**src/rtl/vdp1_cmd_fetch.sv**
```systemverilog
// rtl/vdp1_cmd_fetch.sv - VDP1 command-table list walker: fetches 15 words per table, issues commands, follows links
module vdp1_cmd_fetch (
  input  logic         CLK,
  input  logic         RST,
  input  logic         CE,
  input  logic         START,
  input  logic         STOP,
  output logic [17:0]  VRAM_A,
  output logic         VRAM_RD,
  input  logic [15:0]  VRAM_D,
  input  logic         VRAM_RDY,
  output logic [255:0] CMD,
  output logic         CMD_VALID,
  input  logic         CMD_READY,
  output logic         BUSY,
  output logic         END_PULSE,
  output logic [15:0]  COPR,
  output logic [15:0]  LOPR
);

  typedef enum logic [2:0] {IDLE, RD_REQ, RD_WAIT, ISSUE, NEXT} state_t;

  state_t         state_q, state_d;
  logic [15:0]    tp_q, tp_d;
  logic [15:0]    ret_q, ret_d;
  logic [15:0]    lopr_q, lopr_d;
  logic           call_q, call_d;
  logic           end_q, end_d;
  logic [3:0]     idx_q, idx_d;
  logic [255:0]   cmd_q, cmd_d;

  logic [15:0]    word_mask;
  logic [15:0]    word_in;
  logic [15:0]    nxt_tp;
  logic [15:0]    lnk_tp;
  logic [2:0]     jp;
  logic [7:0]     slot_lsb;

  // Word 0 (CTRL) and word 1 (LINK) are already held in cmd_q when the walk decision is made
  assign jp       = cmd_q[254:252];
  assign lnk_tp   = cmd_q[239:224];
  assign nxt_tp   = tp_q + 16'd4;
  assign word_in  = VRAM_D & word_mask;
  assign slot_lsb = {4'd15 - idx_q, 4'd0};

  always_comb begin
    case (idx_q)
      4'd0:    word_mask = 16'hFF3F;
      4'd1:    word_mask = 16'hFFFC;
      4'd2:    word_mask = 16'h9FFF;
      4'd5:    word_mask = 16'h3FFF;
      default: word_mask = 16'hFFFF;
    endcase
  end

  always_comb begin
    state_d = state_q;
    tp_d    = tp_q;
    ret_d   = ret_q;
    lopr_d  = lopr_q;
    call_d  = call_q;
    end_d   = end_q;
    idx_d   = idx_q;
    cmd_d   = cmd_q;
    if (CE) begin
      end_d = 1'b0;
      if (STOP) begin
        state_d = IDLE;
      end else begin
        case (state_q)
          IDLE: begin
            if (START) begin
              tp_d    = 16'd0;
              call_d  = 1'b0;
              idx_d   = 4'd0;
              state_d = RD_REQ;
            end
          end
          RD_REQ, RD_WAIT: begin
            if (VRAM_RDY) begin
              cmd_d[slot_lsb +: 16] = word_in;
              if (idx_q == 4'd0 && word_in[15]) begin
                lopr_d  = tp_q;
                end_d   = 1'b1;
                state_d = IDLE;
              end else if (idx_q == 4'd14) begin
                state_d = jp[2] ? NEXT : ISSUE;
              end else begin
                idx_d   = idx_q + 4'd1;
                state_d = RD_REQ;
              end
            end else begin
              state_d = RD_WAIT;
            end
          end
          ISSUE: begin
            if (CMD_READY) state_d = NEXT;
          end
          NEXT: begin
            case (jp[1:0])
              2'd0: tp_d = nxt_tp;
              2'd1: tp_d = lnk_tp;
              2'd2: begin
                ret_d  = nxt_tp;
                call_d = 1'b1;
                tp_d   = lnk_tp;
              end
              default: begin
                if (call_q) begin
                  tp_d   = ret_q;
                  call_d = 1'b0;
                end else begin
                  tp_d   = nxt_tp;
                end
              end
            endcase
            idx_d   = 4'd0;
            state_d = RD_REQ;
          end
          default: state_d = IDLE;
        endcase
      end
    end
  end

  always_ff @(posedge CLK) begin
    if (RST) begin
      state_q <= IDLE;
      tp_q    <= 16'd0;
      ret_q   <= 16'd0;
      lopr_q  <= 16'd0;
      call_q  <= 1'b0;
      end_q   <= 1'b0;
      idx_q   <= 4'd0;
      cmd_q   <= '0;
    end else begin
      state_q <= state_d;
      tp_q    <= tp_d;
      ret_q   <= ret_d;
      lopr_q  <= lopr_d;
      call_q  <= call_d;
      end_q   <= end_d;
      idx_q   <= idx_d;
      cmd_q   <= cmd_d;
    end
  end

  // Word 1E is never fetched, so cmd_q[15:0] keeps its reset value of zero
  assign VRAM_A    = {tp_q, 2'b00} + {14'd0, idx_q};
  assign VRAM_RD   = (state_q == RD_REQ) || (state_q == RD_WAIT);
  assign CMD       = cmd_q;
  assign CMD_VALID = (state_q == ISSUE);
  assign BUSY      = (state_q != IDLE);
  assign END_PULSE = end_q;
  assign COPR      = tp_q;
  assign LOPR      = lopr_q;

endmodule

```
**config.mk**
```make
export PLATFORM = sky130hd
export DESIGN_NAME = vdp1_cmd_fetch
export DESIGN_NICKNAME = d
export VERILOG_FILES = /design/src/rtl/vdp1_cmd_fetch.sv
export SDC_FILE = /design/constraint.sdc
export NUM_CORES = 1
export LEC_CHECK = 0
export ABC_AREA = 1
export BUFFER_PORTS_ARGS = -buffer_cell sky130_fd_sc_hd__buf_2
export CAP_MARGIN = 30
export CORE_MARGIN = 1.5
export CORE_UTILIZATION = 53
export CTS_CLUSTER_DIAMETER = 120
export DETAILED_ROUTE_END_ITERATION = 12
export GPL_TIMING_DRIVEN = 1
export PLACE_DENSITY = 0.92
export SKIP_CTS_REPAIR_TIMING = 1
export SYNTH_ARGS = -nofsm -noshare
export SYNTH_HDL_FRONTEND = slang
export SYNTH_SLANG_ARGS = --single-unit
```
**constraint.sdc**
```tcl
create_clock -name CLK -period 2.85 [get_ports CLK]
set_input_delay 0.57 -clock CLK [delete_from_list [all_inputs] [get_ports CLK]]
set_output_delay 0.57 -clock CLK [all_outputs]
set_load 0.005 [all_outputs]
```
# Word-level counts from Yosys, hierarchy flattened
# Index checks and enable logic that the tools add are counted.
dict set report classes {
  n_eq_ne 17
  mux 26
  reduce_logical 18
  bitwise_logic 2
  n_addsub 5
  shift 2
}
# operator n
set ops {}
lappend ops {{256-bit bitwise mux} 1}
lappend ops {{16-bit by 10-bit variable shift with 256-bit output (first input constant)} 1}
lappend ops {{16-bit by 10-bit indexed part select with 256-bit output} 1}
lappend ops {{16-bit one-hot mux with 2 select lines} 2}
lappend ops {{16-bit one-hot mux with 4 select lines} 1}
lappend ops {{16-bit 2-to-1 mux} 2}
lappend ops {{3-bit 2-to-1 mux} 7}
lappend ops {{18-bit by 4-bit adder with 18-bit output} 1}
lappend ops {{16-bit by 3-bit adder with 16-bit output (second input constant)} 1}
lappend ops {{16-bit AND} 1}
lappend ops {{4-bit 2-to-1 mux} 4}
lappend ops {{3-bit one-hot mux with 4 select lines} 1}
lappend ops {{4-bit one-hot mux with 3 select lines} 1}
lappend ops {{4-bit AND reduction} 3}
lappend ops {{2-bit inequality test (second input constant)} 5}
lappend ops {{8-bit negation with 10-bit output} 1}
lappend ops {{5-bit AND reduction} 2}
lappend ops {{7-bit AND reduction} 1}
lappend ops {{3-bit by 2-bit equality test with 1-bit output (second input constant)} 2}
lappend ops {{3-bit nonzero test} 2}
lappend ops {{2-bit OR reduction} 3}
lappend ops {{1-bit 2-to-1 mux} 5}
lappend ops {{4-bit by 1-bit adder with 4-bit output (second input constant)} 1}
lappend ops {{4-bit by 1-bit equality test with 1-bit output (second input constant)} 1}
lappend ops {{other kinds (19)} 20}
dict set report totals {
  reg_bits 313
  out_inout_bits 310
  wordCells 78
  in_bits 23
}

# Logic depth before layout (Yosys ltp)
# Gate-level depths: netlist of the first run.
dict set report logic_depth {
  ltp_word 8
  mapped_depth 13
  mapped_depth_nobuf 12
}

# Worst setup path before layout of the first run
# No wires, ideal clock.
dict set report synth_path {
  path_kind {register to register}
  from {reg idx_q[0]}
  to {reg cmd_q[168], in the netlist CMD[168]}
  path_buffers 4
  path_stages_with_launch 13
  required_time_ns 2.779
  setup_time_ns 0.071
  period_less_slack_ns 2.493
  arrival_time_ns 2.422
  path_slack_ns 0.357
  cell_sequence {dfxtp_1 buf_2 buf_1 inv_1 ha_1 buf_2 inv_1 nor2_1 nand2_1 nor2_4 buf_2 o21ai_0 a21oi_1}
}
dict set report synth_between {
  elab_chain_cells 5
  elab_cells_between_ends 11
  classes_between {add/sub (2); eq/ne (3); shift (2); mux (2); bitwise (1); reduce/logical (1)}
}
# item line_no
set synth_rtl {}
lappend synth_rtl {{start, declared} 29} ;# logic [3:0] idx_q, idx_d;
lappend synth_rtl {{start signal, assigned} 143} ;# idx_q <= idx_d;
lappend synth_rtl {{parallel branches: the longest is 4 deep, another holds 8-bit negation with 10-bit output} -}
lappend synth_rtl {{256-bit bitwise mux *} 81} ;# cmd_d[slot_lsb +: 16] = word_in;
lappend synth_rtl {{end signal, assigned} 144} ;# cmd_q <= cmd_d;
lappend synth_rtl {{end, declared} 30} ;# logic [255:0] cmd_q, cmd_d;
# Every way passes the cells marked *.
# A chain may end at the register's enable or synchronous reset.

# Worst setup path after layout of the first run
dict set report layout_path {
  from {reg idx_q[2]}
  to {out VRAM_A[16]}
}
dict set report layout_between {
  elab_chain_cells 1
}
# item line_no
set layout_rtl {}
lappend layout_rtl {{18-bit by 4-bit adder with 18-bit output} 149} ;# assign VRAM_A = {tp_q, 2'b00} + {14'd0, idx_q};
lappend layout_rtl {{end, declared} 8} ;# output logic [17:0] VRAM_A,
# Every way passes these cells.

==> results.toml, run 1 <==
[sta]
min_period_ps = 2790
tns_ps = 0
setup-violations-final = 0
rsz0062_at_grt = "yes"
drv_slew = 0
relSlewSlack = 0.531
hold_violations = 0
skew_ps = 14.5
fmax_ghz = 0.359
post-route-period-util = 0.978
worst_pin_slew_ps = 698

[global_route]
grt_overflow = 0
grt_pass1_vias = 11900
grt_max_degree = 87
grt_usage = 0.333
grt_pass1_wl_um = 64600
grt_antenna_before_repair = 2

[power_and_ir_drop]
power.share.clock = 0.488
switching_share = 0.222
power_frac_seq = 0.463
comb_power_share = 0.050
total_power_mw = 9.50
power.internal_mw = 7.38
leakagePower_nw = 7.36
netSwitchingPower_mw = 2.11
pwr_density_cell_nw_per_um2 = 608
vdd_drop_max_mv = 0.545

[placed_design]
gp_congestion = 0.954
port_buffers = 332
dp_hpwl_um = 28800

[worst_setup_path]
critical_path_arrival_ps = 2220
crit_fanout = 10
start_kind = "flip-flop"
path_class = "flip-flop to output port"
reg2reg_slack_ps = 280
endpoint_kind = "output port"
crit_required_ps = 2280

[detailed_routing]
antenna_left = 0
first_iter_violations = 1359
totalWireLength_um = 42500
first_pass_iters = 6
vias = 12800
wl_per_cell_um = 18.8
post-route-drc-count = 0
vias_per_cell = 5.69

[synth]
synthCells = 1625
syn_nets = 1660
seq_area_frac_synth = 0.499
avgSynthCellArea_um2 = 7.74
syn-cell-area_um2 = 12600
yosys_most_used_dff = "dfxtp_1"
synth_edf_count = 0
synthArstFlopShare = 0
ys_types = 44
yosys_warnings = 0
ys_seq_elements = 313

[final_layout]
final_common_cell = "buf_2"
final_cell_mix = "buf_2 (332), dfxtp_1 (308), o21ai_0 (290), a21oi_1 (260), nand2_1 (179)"
areaGrowthSynthToFinish_pct = 24.3
final_core_util = 0.668
drive_above_1_share = 0.240
nets = 1948

[clocking]
clk_path_buf_depth = 3
cts.htree.levels = 1
cts_made_buffers = 30
clock_sinks = 313
path_clk_slew_ps = 60
clock_latency_ps = 560
cts_tree = "done"
cts-root-buf = "clkbuf_16"

[run_status]
status = "finished clean"

[job]
maxCapViolations = 0

[floorplan]
die-width_um = 157
rows = 56
die-area_um2 = 24600
start_util = 0.537
ios = 333
die_h_um = 157
core_um2 = 23400

[worst_hold_path]
hold_path.class = "input pin to flip-flop"
[path summary, 6_finish.rpt]
path                              start               endpoint  cells past startpoint
setup / recovery  idx_q[2]$_SDFFE_PP0P_             VRAM_A[16]                      7
hold / removal                VRAM_D[8]  CMD[136]$_SDFFE_PP0P_                      3
setup reg to reg  idx_q[0]$_SDFFE_PP0P_  CMD[119]$_SDFFE_PP0P_                     10
hold reg to reg   CMD[147]$_SDFFE_PP0P_  CMD[147]$_SDFFE_PP0P_                      2
[cell type report]
cell class | count | area (um2)
fillers | 1880 | 7780
flip-flops and latches | 313 | 6270
multi-input cells | 1068 | 5320
repair buffers | 368 | 1960
clock buffers | 40 | 880
inverters | 132 | 502
well taps | 319 | 399
clock inverters | 15 | 288
diodes | 1 | 2.50
[sequential cells by signal, summed over array words and instances (netlist names)]
name	cells
END_PULSE	1
CMD	256
state_q	3
LOPR	16
COPR	16
call_q	1
ret_q	16
idx_q	4
[power groups by stage]
stage | logic (mW) | clock network [mW] | registers [mW]
3_5_place_dp | 0.453 | 0 | 4.49
3_3_place_gp | 0.446 | 0 | 4.49
5_1_grt | 0.503 | 4.84 | 4.39
2_1_floorplan | 0.270 | 0 | 4.49
6_report | 0.472 | 4.63 | 4.39
4_1_cts | 0.459 | 4.66 | 4.39
[worst max-delay path: stages, from the launching register on]
cell,delay (ps)
dfxtp_4,420
ha_1,180
inv_1,60
fa_2,400
nor2_1,190
nand3_1,120
xor2_1,160
buf_2,130
[per-stage QoR]
stage / hold WS [ps] / instances / cell area, um2 / setup WS (ps)
after floorplan: 430 / 1625 / 12600 / 357
after global placement: 431 / 2200 / 14400 / 423
after detailed placement: 434 / 2200 / 14400 / 354
after CTS: 277 / 2255 / 15600 / -229
after global routing: 295 / 2255 / 15600 / -43.2
final: 292 / 2256 / 15600 / 62.5
[synth_stat cells (all sizes together) (5+ instances only)]
library cell | instances | area, um2
inv | 127 | 477
nor3 | 40 | 220
nor2 | 171 | 703
nand2 | 186 | 736
o21ai | 297 | 1490
xor2 | 17 | 149
nand4 | 17 | 128
a21oi | 260 | 1300
a211oi | 10 | 75.1
ha | 11 | 138
nand3 | 41 | 218
clkinv | 5 | 20.0
clkbuf | 68 | 258
dfxtp | 313 | 6270
buf | 44 | 240
[logic make-up after synthesis]
logic type	synth area share
simple gates	0.163
xor+xnor	0.0125
flops	0.499
buf+inv	0.0791
compound gates	0.234
fa+ha+maj	0.0125
[routing by layer]
layer / part of all wire / global-route usage / vias to the layer above
met5: 0.00057 / 0 / -
met4: 0.058 / 0.200 / 4
met3: 0.11 / 0.0856 / 160
met2: 0.45 / 0.522 / 803
met1: 0.38 / 0.412 / 5855
li1: - / - / 6014
No activity file was read; power rests on OpenSTA's default activity.
==> inputs of run 2 (changes only) <==
--- a/config.mk
+++ b/config.mk
@@ -5,7 +5,6 @@
 export SDC_FILE = /design/constraint.sdc
 export NUM_CORES = 1
 export LEC_CHECK = 0
-export ABC_AREA = 1
 export BUFFER_PORTS_ARGS = -buffer_cell sky130_fd_sc_hd__buf_2
 export CAP_MARGIN = 30
 export CORE_MARGIN = 1.5
==> results.toml, run 2 <==
[sta]
min_period_ps = 2720
post-route-period-util = 0.955
worst_pin_slew_ps = 973
fin_ws_ps = 127
drv_slew = 0
rsz0062_at_grt = "no"
setup-violations-final = 0
skew_ps = 18.1
hold_violations = 0
fmax_ghz = 0.367
relSlewSlack = 0.351

[floorplan]
die_h_um = 159
rows = 56
die-area_um2 = 25300
ios = 333
core_um2 = 23700
die-width_um = 159
start_util = 0.545

[worst_setup_path]
r2r-start = "idx_q[0]$_SDFFE_PP0P_"
reg2reg_slack_ps = 180
crit_fanout = 5
crit_required_ps = 2280
endpoint_kind = "output port"
start_kind = "flip-flop"
path_class = "flip-flop to output port"
critical_path_arrival_ps = 2150
r2r-end = "idx_q[3]$_SDFFE_PP0P_"
r2r_cells = 7

[detailed_routing]
first_iter_violations = 1353
wl_per_cell_um = 19.8
first_pass_iters = 8
vias = 12000
antenna_left = 0
vias_per_cell = 5.75
post-route-drc-count = 0
totalWireLength_um = 41300

[synth]
synth_top_area_cell = "dfxtp_1"
synth_most_common_cell = "dfxtp_1"
syn_nets = 1505
seq_area_frac_synth = 0.486
yosys_warnings = 0
netlist_top_cells_area = "dfxtp_1 (49%), nand3b_1 (8.0%), mux2i_1 (6.7%), nand2_1 (6.5%), o21ai_0 (5.5%)"
synthArstFlopShare = 0
synthTopCellsByCount = "dfxtp_1 (313), nand2_1 (224), o21ai_0 (141)"
ys_seq_elements = 313
yosysTopAreaCellShare = 0.486
syn-cell-area_um2 = 12900
synth_edf_count = 0
yosys_most_used_dff = "dfxtp_1"
ys_types = 69
synthCells = 1470
avgSynthCellArea_um2 = 8.78

[placed_design]
dp_cells = 2033
dp_hpwl_um = 27500
dp_worst_setup_slack_ps = 204
gp_congestion = 0.882
port_buffers = 332

[global_route]
grt_pass1_wl_um = 64400
grt_pass1_vias = 11600
grt_overflow = 0
grt_antenna_before_repair = 1
grt_max_degree = 153
grt_usage = 0.317

[clocking]
cts_tree = "done"
clk_path_buf_depth = 3
cts.htree.levels = 2
cts_made_buffers = 34
path_clk_slew_ps = 60
clock_sinks = 313
cts-root-buf = "clkbuf_16"
clock_latency_ps = 510

[final_layout]
largest_register_ffs = 256
drive_above_1_share = 0.260
areaGrowthSynthToFinish_pct = 23.1
final_common_cell = "buf_2"
nets = 1786
fillers = 1849
final_cell_mix = "buf_2 (331), dfxtp_1 (309), nand2_1 (224), o21ai_0 (141), nand3b_1 (137)"
stdcell_count = 2091

[power_and_ir_drop]
pwr_density_cell_nw_per_um2 = 568
vdd_drop_max_mv = 0.499
total_power_mw = 9.03
leakagePower_nw = 6.89

[worst_hold_path]
hold_start = "CE"
whs_path_depth = 2
holdPathEnd = "state_q[2]$_SDFFE_PP0P_"
hold_path.class = "input pin to flip-flop"

[job]
maxCapViolations = 0

[run_status]
status = "finished clean"
run 2: worst max-delay path by stage:
stage	startpoint	to	slack [ps]	depth (start not counted)
floorplan	idx_q[0]$_SDFFE_PP0P_	CMD[10]$_SDFFE_PP0P_	470	9
global placement	STOP	CMD[3]$_SDFFE_PP0P_	260	6
detailed placement	STOP	CMD[8]$_SDFFE_PP0P_	200	6
CTS	COPR[0]$_SDFFE_PP0P_	VRAM_A[14]	-90	7
global route	COPR[1]$_SDFFE_PP0P_	VRAM_A[15]	20	7
finish	idx_q[3]$_SDFFE_PP0P_	VRAM_A[14]	130	6
run 2: final cells by class:
class / count / area (um2) / share of cell area
clock buffers: 43 / 935 / 0.0588
diodes: 1 / 2.50 / 0.000157
multi-input cells: 1007 / 6020 / 0.379
repair buffers: 377 / 2030 / 0.128
clock inverters: 13 / 166 / 0.0105
inverters: 18 / 67.6 / 0.00425
well taps: 319 / 399 / 0.0251
flip-flops and latches: 313 / 6270 / 0.395
run 2: stage by stage:
stage,TNS (ps),utilization,hold slack (ps),instance area (um2)
CTS,-223,0.669,394,15900
detailed placement,0,0.623,445,14800
global placement,0,0.622,440,14700
global route,0,0.671,404,15900
finish,0,0.671,404,15900
floorplan,0,-,436,12900
run 2: report_power, final:
part           internal, mW  switching (mW)
combinational        0.0757           0.199
sequential             4.38         0.00455
clock                  2.60            1.77
run 2: logic make-up after synthesis:
kind of cell	Yosys count	share of synthesized area
xor+xnor	29	0.0223
compound gates	279	0.123
flops	313	0.486
mux	86	0.0667
buf+inv	150	0.0514
fa+ha+maj	12	0.0122
simple gates	601	0.239
run 2: per-layer routing:
layer,part of all wire,track usage,vias up
met4,0.053,0.167,0
met2,0.46,0.512,708
met5,0,0,-
li1,-,-,5582
met3,0.10,0.0800,152
met1,0.39,0.390,5578
run 2: worst max-delay path, stage by stage (launching register included):
cell     delay (ps)
dfxtp_1         400
inv_1           160
fa_2            480
nor2_2          190
nand3_1         120
xnor2_1         170
buf_2           130
